===== config.mk =====
export PLATFORM = sky130hd
export DESIGN_NAME = block_decrypt_manager
export DESIGN_NICKNAME = d
export VERILOG_FILES = /design/src/rtl/block_decrypt_manager.sv
export SDC_FILE = /design/constraint.sdc
export NUM_CORES = 1
export LEC_CHECK = 0
export BUFFER_PORTS_ARGS = -buffer_cell sky130_fd_sc_hd__buf_2
export CAP_MARGIN = 5
export CORE_UTILIZATION = 40
export CTS_CLUSTER_SIZE = 25
export DETAILED_ROUTE_END_ITERATION = 7
export PLACE_DENSITY_LB_ADDON = 0.2
export SYNTH_ARGS = -nofsm -noshare
export SYNTH_HDL_FRONTEND = slang
export SYNTH_SLANG_ARGS = --single-unit
export TNS_END_PERCENT = 10

===== constraint.sdc =====
create_clock -name clk_i -period 8.45 [get_ports clk_i]
set_input_delay 1.69 -clock clk_i [delete_from_list [all_inputs] [get_ports clk_i]]
set_output_delay 1.69 -clock clk_i [all_outputs]
set_load 0.05 [all_outputs]

===== src/rtl/block_decrypt_manager.sv =====
`default_nettype none
// ============================================================================
// Module   : block_decrypt_manager
// Purpose  : Streams an encrypted image out of frame RAM one byte at a time,
//            packs the bytes into BLOCK_BYTES-wide blocks, hands each block to
//            an external block-cipher core over a start/done handshake and
//            writes the plaintext bytes back to RAM.
// Ports    : clk_i, rst_ni (async, active-low)
//            decrypter_active_i  run request / abort (level)
//            key_i               key, captured at run start
//            read_addr_o / encrypted_data_i      RAM read port (1-cycle latency)
//            write_addr_o / decrypted_data_o / write_en_o   RAM write port
//            core_start_o / core_block_o / core_key_o       request to cipher core
//            core_result_i / core_done_i                    response from cipher core
//            busy_o, done_o      run status
//            iv_i                initial chaining value (CBC build only)
// Config   : CBC_MODE_EN defined   -> CBC chaining with iv_i port
//            CBC_MODE_EN undefined -> ECB, no iv_i port
// Revision : 1.0  initial release
// ============================================================================
module block_decrypt_manager #(
  parameter int ADDR_W      = 15,
  parameter int NUM_BYTES   = 19200,
  parameter int BLOCK_BYTES = 8,
  parameter int KEY_W       = 64
) (
  input  logic                     clk_i,
  input  logic                     rst_ni,
  input  logic                     decrypter_active_i,
  input  logic [KEY_W-1:0]         key_i,
  output logic [ADDR_W-1:0]        read_addr_o,
  input  logic [7:0]               encrypted_data_i,
  output logic [ADDR_W-1:0]        write_addr_o,
  output logic [7:0]               decrypted_data_o,
  output logic                     write_en_o,
  output logic                     core_start_o,
  output logic [8*BLOCK_BYTES-1:0] core_block_o,
  output logic [KEY_W-1:0]         core_key_o,
  input  logic [8*BLOCK_BYTES-1:0] core_result_i,
  input  logic                     core_done_i,
`ifdef CBC_MODE_EN
  input  logic [8*BLOCK_BYTES-1:0] iv_i,
`endif
  output logic                     busy_o,
  output logic                     done_o
);

  localparam int CW = $clog2(BLOCK_BYTES + 1);
  localparam int IW = (BLOCK_BYTES > 1) ? $clog2(BLOCK_BYTES) : 1;
  localparam logic [ADDR_W:0] NUM_BYTES_W = (ADDR_W+1)'(NUM_BYTES);
  localparam logic [ADDR_W:0] BLOCK_W     = (ADDR_W+1)'(BLOCK_BYTES);

  localparam logic [2:0] S_IDLE   = 3'd0;
  localparam logic [2:0] S_READ   = 3'd1;
  localparam logic [2:0] S_CSTART = 3'd2;
  localparam logic [2:0] S_CWAIT  = 3'd3;
  localparam logic [2:0] S_WRITE  = 3'd4;
  localparam logic [2:0] S_DONE   = 3'd5;

  logic [2:0]                        state_q, state_d;
  logic [ADDR_W:0]                   base_q;    // first byte address of current block
  logic [CW-1:0]                     cnt_q;     // cycle/byte index inside READ or WRITE
  logic [KEY_W-1:0]                  key_q;
  logic [BLOCK_BYTES-1:0][7:0]       blk_q;     // ciphertext block, byte 0 in LSBs
  logic [BLOCK_BYTES-1:0][7:0]       res_q;     // plaintext block
`ifdef CBC_MODE_EN
  logic [8*BLOCK_BYTES-1:0]          chain_q;
`endif

  logic [ADDR_W:0]   w_rem;
  logic [CW-1:0]     w_len;       // bytes in the current (possibly partial) block
  logic [ADDR_W:0]   w_next_base;
  logic [ADDR_W-1:0] w_addr;
  logic [IW-1:0]     w_rd_idx;
  logic [IW-1:0]     w_wr_idx;

  assign w_rem       = NUM_BYTES_W - base_q;
  assign w_len       = (w_rem >= BLOCK_W) ? CW'(BLOCK_BYTES) : CW'(w_rem);
  assign w_next_base = base_q + (ADDR_W+1)'(w_len);
  assign w_addr      = base_q[ADDR_W-1:0] + ADDR_W'(cnt_q);
  // Read data lags the issued address by one cycle.
  assign w_rd_idx    = IW'(cnt_q - CW'(1));
  assign w_wr_idx    = IW'(cnt_q);

  // State register
  always_ff @(posedge clk_i or negedge rst_ni) begin
    if (!rst_ni) state_q <= S_IDLE;
    else         state_q <= state_d;
  end

  // Next-state logic
  always_comb begin
    state_d = state_q;
    case (state_q)
      S_IDLE:   if (decrypter_active_i) state_d = S_READ;
      S_READ:   if (!decrypter_active_i) state_d = S_IDLE;
                else if (cnt_q == w_len) state_d = S_CSTART;
      S_CSTART: state_d = decrypter_active_i ? S_CWAIT : S_IDLE;
      S_CWAIT:  if (!decrypter_active_i) state_d = S_IDLE;
                else if (core_done_i) state_d = S_WRITE;
      S_WRITE:  if (!decrypter_active_i) state_d = S_IDLE;
                else if (cnt_q == w_len - CW'(1))
                  state_d = (w_next_base == NUM_BYTES_W) ? S_DONE : S_READ;
      S_DONE:   if (!decrypter_active_i) state_d = S_IDLE;
      default:  state_d = S_IDLE;
    endcase
  end

  // Datapath registers
  always_ff @(posedge clk_i or negedge rst_ni) begin
    if (!rst_ni) begin
      base_q  <= '0;
      cnt_q   <= '0;
      key_q   <= '0;
      blk_q   <= '0;
      res_q   <= '0;
`ifdef CBC_MODE_EN
      chain_q <= '0;
`endif
    end else if (!decrypter_active_i) begin
      cnt_q <= '0;
    end else begin
      case (state_q)
        S_IDLE: begin
          key_q   <= key_i;
          base_q  <= '0;
          cnt_q   <= '0;
          blk_q   <= '0;
`ifdef CBC_MODE_EN
          chain_q <= iv_i;
`endif
        end
        S_READ: begin
          if (cnt_q != '0) blk_q[w_rd_idx] <= encrypted_data_i;
          cnt_q <= (cnt_q == w_len) ? '0 : cnt_q + CW'(1);
        end
        S_CWAIT: begin
          if (core_done_i) begin
`ifdef CBC_MODE_EN
            res_q <= core_result_i ^ chain_q;
`else
            res_q <= core_result_i;
`endif
          end
        end
        S_WRITE: begin
          if (cnt_q == w_len - CW'(1)) begin
            cnt_q  <= '0;
            base_q <= w_next_base;
            // Clear so a partial final block is zero-padded.
            blk_q  <= '0;
`ifdef CBC_MODE_EN
            chain_q <= blk_q;
`endif
          end else begin
            cnt_q <= cnt_q + CW'(1);
          end
        end
        default: ;
      endcase
    end
  end

  // Output logic; strobes are gated by the run request so an abort
  // suppresses them in the same cycle.
  always_comb begin
    read_addr_o      = '0;
    write_addr_o     = '0;
    decrypted_data_o = '0;
    write_en_o       = 1'b0;
    core_start_o     = 1'b0;
    busy_o           = (state_q != S_IDLE) && (state_q != S_DONE);
    done_o           = (state_q == S_DONE);
    case (state_q)
      S_READ:   if (cnt_q < w_len) read_addr_o = w_addr;
      S_CSTART: core_start_o = decrypter_active_i;
      S_WRITE: begin
        write_en_o       = decrypter_active_i;
        write_addr_o     = w_addr;
        decrypted_data_o = res_q[w_wr_idx];
      end
      default: ;
    endcase
  end

  assign core_block_o = blk_q;
  assign core_key_o   = key_q;

endmodule
`default_nettype wire


==> metrics.md, run 1 <==
| Metric | Value |
|---|---|
| Setup CP Type | reg2out |
| Critical path endpoint category | output port |
| Mapped cell area | 10400 um^2 |
| Clock Skew | 0.00689 ns |
| ANT nets after route | 0 |
| Worst skew pair latency | 0.53 ns |
| Worst Tran Pin Value | 1.17 ns |
| CTS tree | built |
| Top_reg_cell synth | dfrtp_1 |
| Max-slew violations | 0 |
| Met1 wire length | 11500 um |
| Drt first-iter violations | 468 |
| Die width | 163 um |
| Starting density of the core | 41.0% |
| Post-CTS Setup Bufs | 0 |
| TritonCTS buffer count | 25 |
| Final Hold Vio Count | 0 |
| Highest Signal Layer | met5 |
| Req. time, crit path | 6.76 ns |
| Netlist cell types | 68 |
| Die Ht | 163 um |
| Pre-CTS setup slack | 2.46 ns |
| Highest Clock Rate | 152 MHz |
| RD Place Congestion | 0.901 |
| Vias per cell | 5.30 |
| Vias in the first global route | 8053 |
| Met2 wire length | 13600 um |
| Tmin final | 6.56 ns |
| Max_cap viols | 0 |
| CTS Hold Bufs | 0 |
| Critical path launch point type | register |
| Post-synth top area cell | dfrtp_1 |
| Post-cts sizing count | 0 |
| WHS | 0.483 ns |
| I/O Pins | 310 |
| I/O Buffers | 309 |
| LEAKAGE | 6.14 nW |
| Pin count of the biggest net entering global routing | 110 |
| Overall Global Routing Usage | 21.0% |
| Final setup viols | 0 |
| Area of the multi-input gates | 4740 um^2 |
| Asr flop ratio synth | 100% |
| Post-DP HPWL | 20000 um |
| DIE AREA | 26600 um^2 |
| Syn Area/Cell | 12.1 um^2 |
| Critical Path AT | 4.87 ns |
| Tcrit/Tclk final | 77.7% |
| YS warnings | 0 |
| Avg WL per Cell | 18.4 um |
| Sequential share of the synthesized area | 51.8% |
| Post-route setup TNS | 0 ns |
| Nets | 1317 |
| # clock sinks | 215 |
| Clock Tree Root | clkbuf_16 |
| Drc violations | 0 |
| Fillers | 2294 |
| Mapped Cells | 862 |
| Setup ws final | 1.89 ns |
| Status | finished clean |
| Initial DRT Pass Iterations | 5 |
| Peak VDD IR | 0.231 mV |
| Worst Path Max Fanout | 15 |
| Detailed Route WL | 27800 um |
| First-pass GRT wire length | 44000 um |
| FF+latch count, synth | 215 |
| RSZ-0062 raised after global routing | no |
| Area Overhead vs Synth | 25.7% |
| Top cells by area, synth | dfrtp_1 52%, mux2_2 14%, o2bb2ai_1 5.5% |
| CTS max path bufs | 3 |
| H-tree Lvls | 1 |
| DR vias | 8002 |
| Clock-pin slew on the worst setup and hold paths | 0.06 ns |
| Pwr Density | 253 nW/um^2 |
| Worst min path class | reg2reg |
| Tot Pwr | 3.31 mW |
| Slew headroom | 21.3% |
| Placed cells | 1463 |
| Area share of the largest cell type after synthesis | 51.8% |
| Fraction of layout cells with a size suffix above 1 | 44.5% |
| Sequential Area | 5380 um^2 |
| WL met3 | 1950 um |
| Syn Nets | 1019 |
| Initial antenna violation count | 7 |
| Post-Layout Cell Count | 1511 |
| Site Rows | 58 |
| Post-synth EDFFs | 0 |
| Area of the core | 25300 um^2 |
| Grt ovf | 0 |
## flip-flops by register name, summed over array words and instances (netlist names)
signal and flops:
state_q 3, core_key_o 64, res_q 64, cnt_q 4
core_block_o 64, base_q 16
## final cells by class
cell class                      count  area share (%)
Tap cell                          330            3.16
Antenna cell                        4          0.0766
Clock buffer                       35            5.61
Timing Repair Buffer              318            12.4
Sequential cell                   215            41.2
Inverter                           18           0.517
Clock inverter                      9           0.718
Multi-Input combinational cell    582            36.3
## cells in the mapped netlist (10+ instances only)
| cell type | instances |
|---|---|
| nand4_1 | 10 |
| clkbuf_1 | 30 |
| nor2_1 | 78 |
| mux4_2 | 16 |
| mux2i_1 | 11 |
| ha_1 | 15 |
| o2bb2ai_1 | 65 |
| dfrtp_1 | 215 |
| a21oi_1 | 22 |
| nor3_1 | 11 |
| inv_1 | 17 |
| nand2_1 | 62 |
| nand3_1 | 18 |
| xnor2_1 | 10 |
| mux2_2 | 130 |
| o21ai_0 | 27 |
| xor2_1 | 12 |
## kinds of logic (layout without fill, tap and decap cells)
logic type	after synthesis	count (layout)	share of synthesized area [%]
flip-flops	215	215	51.8
adder cells (fa/ha/maj)	17	17	2.19
AND/OR/NAND/NOR	226	226	11.3
XOR/XNOR	22	22	1.85
buffers and inverters	65	380	2.71
other	0	4	0
multiplexers	157	157	18.6
AO/OA/AOI/OAI	160	160	11.5
## worst max-delay path: stages (launching register included)
cell and delay, ns:
dfrtp_1 0.49, inv_1 0.16, ha_1 0.26, nor3b_1 0.51, nand4_1 0.22, nand4_1 0.16, and4_1 0.36, nand2_1 0.11
clkinv_1 0.15, nand2_1 0.15, ha_1 0.32, nor2b_1 0.14, o21a_1 0.16, o21ai_0 0.17, nand3b_1 0.45, nor2_1 0.24
buf_2 0.29
## cells in the final DEF (no fill, tap or decap), types with 10 or more instances in the layout
cell type and count:
a21oi_1 22, buf_2 308, clkbuf_16 25, dfrtp_1 215, ha_1 15, inv_1 17
mux2_2 130, mux2i_1 11, mux4_2 16, nand2_1 62, nand3_1 18, nand4_1 10
nor2_1 77, nor3_1 10, o21ai_0 27, o2bb2ai_1 65, xnor2_1 10, xor2_1 12
## layer usage
metal	up-vias	track usage [%]
met4	8	5.65
met2	254	35.0
li1	3735	-
met3	49	5.89
met1	3956	26.6
met5	-	0
## per-stage QoR
step,cell area [um^2],utilization [%]
2_1_floorplan,10400,-
6_report,13100,51.6
5_1_grt,13100,51.6
3_5_place_dp,12200,48.3
3_3_place_gp,12200,48.3
4_1_cts,13100,51.5
## path summary, 6_finish.rpt
kind                       slack [ns]                          from                           end  cells after the start
max reg2reg                      3.44         base_q[1]$_DFFE_PN0P_        state_q[2]$_DFFE_PN0P_                     17
min reg2reg                      0.48  core_block_o[21]$_DFFE_PN0P_  core_block_o[21]$_DFFE_PN0P_                      1
max in group asynchronous        5.98                        rst_ni    core_key_o[11]$_DFFE_PN0P_                      2
min in group asynchronous        1.24                        rst_ni        base_q[10]$_DFFE_PN0P_                      1
min                              0.48  core_block_o[21]$_DFFE_PN0P_  core_block_o[21]$_DFFE_PN0P_                      1
max                              1.89         base_q[1]$_DFFE_PN0P_                read_addr_o[4]                     16
## power breakdown
group,internal (mW),leakage (nW),switching [mW]
Sequential,1.23,2.79,0.0994
Combinational,0.322,2.94,0.585
Clock,0.637,0.406,0.435
Power figures use the tool's default switching activity.
==> run 2: changes to the inputs <==
==> constraint.sdc (replaced) <==
create_clock -name clk_i -period 6.1 [get_ports clk_i]
set_input_delay 1.22 -clock clk_i [delete_from_list [all_inputs] [get_ports clk_i]]
set_output_delay 1.22 -clock clk_i [all_outputs]
set_load 0.05 [all_outputs]
==> metrics.md, run 2 (same netlist as run 1, synthesis figures left out) <==
| Metric | Value |
|---|---|
| Status | finished clean (unchanged) |
| Peak VDD IR | 0.270 mV (was 0.231 mV) |
| Setup CP Type | reg2out (unchanged) |
| Initial antenna violation count | 8 (was 7) |
| Post-DP HPWL | 19800 um (was 20000 um) |
| Switching power total | 1.54 mW (was 1.12 mW) |
| Overall Global Routing Usage | 20.8% (was 21.0%) |
| I/O Pins | 310 (unchanged) |
| TritonCTS buffer count | 24 (was 25) |
| CTS max path bufs | 3 (unchanged) |
| H-tree Lvls | 1 (unchanged) |
| Slew headroom | 19.1% (was 21.3%) |
| Post-Layout Cell Count | 1506 (was 1511) |
| Drc violations | 0 (unchanged) |
| Die Ht | 163 um (unchanged) |
| Gate power share | 27.0% (was 27.4%) |
| Die width | 163 um (unchanged) |
| Area of the multi-input gates | 4750 um^2 (was 4740 um^2) |
| Clock Tree Root | clkbuf_16 (unchanged) |
| Vias per cell | 5.27 (was 5.30) |
| Switching Fraction | 32.9% (was 33.8%) |
| Fillers | 2280 (was 2294) |
| Highest Clock Rate | 176 MHz |
| Worst min path class | reg2reg (unchanged) |
| Clock network fraction of total power | 33.4% (was 32.4%) |
| RD Place Congestion | 0.892 (was 0.901) |
| Sequential power share | 39.6% (was 40.2%) |
| Final setup viols | 0 (unchanged) |
| CTS tree | built (unchanged) |
| Fraction of layout cells with a size suffix above 1 | 44.3% (was 44.5%) |
| Sequential Area | 5380 um^2 (unchanged) |
| Critical Path AT | 4.46 ns (was 4.87 ns) |
| Commonest cells after routing, fill and taps aside | 308 x buf_2, 215 x dfrtp_1, 130 x mux2_2, 77 x nor2_1, 65 x o2bb2ai_1 (unchanged) |
| Most common cell after layout, fill and taps aside | buf_2 (unchanged) |
| Area Overhead vs Synth | 26.0% (was 25.7%) |
| DIE AREA | 26600 um^2 (unchanged) |
| Finished Cell Area | 13100 um^2 (about the same) |
| Critical path launch point type | register (unchanged) |
| Site Rows | 58 (unchanged) |
| DR vias | 7940 (was 8002) |
| Max-slew violations | 0 (unchanged) |
| Req. time, crit path | 4.88 ns (was 6.76 ns) |
| Tcrit/Tclk final | 93.0% |
| Drt first-iter violations | 502 (was 468) |
| Clock Skew | 0.0149 ns (was 0.00689 ns) |
| Worst Tran Pin Value | 1.21 ns (was 1.17 ns) |
| Finished Core Util | 51.7% (was 51.6%) |
| LEAKAGE | 6.15 nW (was 6.14 nW) |
| Vias in the first global route | 8178 (was 8053) |
| Tmin final | 5.68 ns |
| Critical path endpoint category | output port (unchanged) |
| # clock sinks | 215 (unchanged) |
| Post-route setup TNS | 0 ns (unchanged) |
| Pin count of the biggest net entering global routing | 111 (was 110) |
| Worst Path Max Fanout | 15 (unchanged) |
| Grt ovf | 0 (unchanged) |
| Avg WL per Cell | 18.3 um (was 18.4 um) |
| Dpl cell area | 12200 um^2 (about the same) |
| Initial DRT Pass Iterations | 5 (unchanged) |
| Starting density of the core | 41.0% (unchanged) |
| RSZ-0062 raised after global routing | no (unchanged) |
| Placed cells | 1461 (was 1463) |
| Max_cap viols | 0 (unchanged) |
| I/O Buffers | 309 (unchanged) |
| ANT nets after route | 0 (unchanged) |
| Internal power | 3.13 mW (was 2.19 mW) |
| First-pass GRT wire length | 43900 um (was 44000 um) |
| Area of the core | 25300 um^2 (unchanged) |
| Final Hold Vio Count | 0 (unchanged) |
| Pwr Density | 356 nW/um^2 (was 253 nW/um^2) |
| Tot Pwr | 4.66 mW (was 3.31 mW) |
| Clock-pin slew on the worst setup and hold paths | 0.06 ns (about the same) |
| CTS Hold Bufs | 0 (unchanged) |
| Detailed Route WL | 27600 um (was 27800 um) |
| Nets | 1315 (was 1317) |
| Worst skew pair latency | 0.52 ns (was 0.53 ns) |
-- run 2: changes by cell type in the layout (fill, tap and decap cells not counted), moves of 2 or more --
cell / delta
buf_4: -2
bufinv_16: +4
clkbuf_1: +3
clkbuf_8: -4
clkinv_2: -2
diode_2: -3
-- run 2: what timing repair did --
item                                    CTS  global route
buffers inserted                          0             1
endpoints found under the setup margin    0            15
gates resized for setup                   0             1
-- run 2: layout make-up --
type	count	area share, %
flip-flops and latches	215	41.1
multi-input cells	582	36.2
repair buffers	317	12.4
clock buffers	33	5.07
well taps	330	3.15
clock inverters	10	1.47
inverters	18	0.516
diodes	1	0.0191
-- run 2: layer usage --
metal	vias up	share of wire (%)	track usage, %
met5	-	0.36	0
met4	14	1.9	5.23
met3	49	7.2	5.87
met2	254	49	35.0
met1	3892	42	26.3
li1	3731	-	-
-- run 2: power by group through the flow --
stage	sequential (mW)	combinational [mW]	clock, mW
detailed placement	1.87	1.27	0
CTS	1.85	1.27	1.60
global route	1.88	1.33	1.65
floorplan	2.29	0.503	0
finish	1.85	1.26	1.56
global placement	1.86	1.25	0
-- run 2: stage by stage --
| stage | hold slack (ns) | setup WS [ns] |
|---|---|---|
| 3_3_place_gp | 0.468 | 0.824 |
| 6_report | 0.479 | 0.425 |
| 4_1_cts | 0.485 | 0.0388 |
| 5_1_grt | 0.492 | 0.0660 |
| 2_1_floorplan | 0.475 | 0.924 |
| 3_5_place_dp | 0.470 | 0.619 |
-- run 2: path summary, 6_finish.rpt --
path,startpoint,endpoint,slack (ns),cells past startpoint
setup / recovery,base_q[1]$_DFFE_PN0P_,read_addr_o[4],0.42,17
hold / removal,core_block_o[44]$_DFFE_PN0P_,core_block_o[44]$_DFFE_PN0P_,0.48,1
setup reg to reg,base_q[1]$_DFFE_PN0P_,state_q[2]$_DFFE_PN0P_,1.23,17
hold reg to reg,core_block_o[44]$_DFFE_PN0P_,core_block_o[44]$_DFFE_PN0P_,0.48,1
max in group asynchronous,rst_ni,core_block_o[44]$_DFFE_PN0P_,4.30,2
min in group asynchronous,rst_ni,base_q[11]$_DFFE_PN0P_,0.74,1
-- run 2: critical path, stage by stage, from the launching register on --
cell and delay, ns:
dfrtp_1 0.54, inv_1 0.14, ha_1 0.25, nor3b_2 0.20, a21bo_2 0.23, a221oi_1 0.30, and4_1 0.40, nand2_1 0.12
clkinv_1 0.16, nand2_1 0.15, ha_1 0.32, nor2b_1 0.14, o21a_1 0.16, o21ai_0 0.14, nand3b_1 0.09, buf_4 0.22
nor2_1 0.12, buf_2 0.27
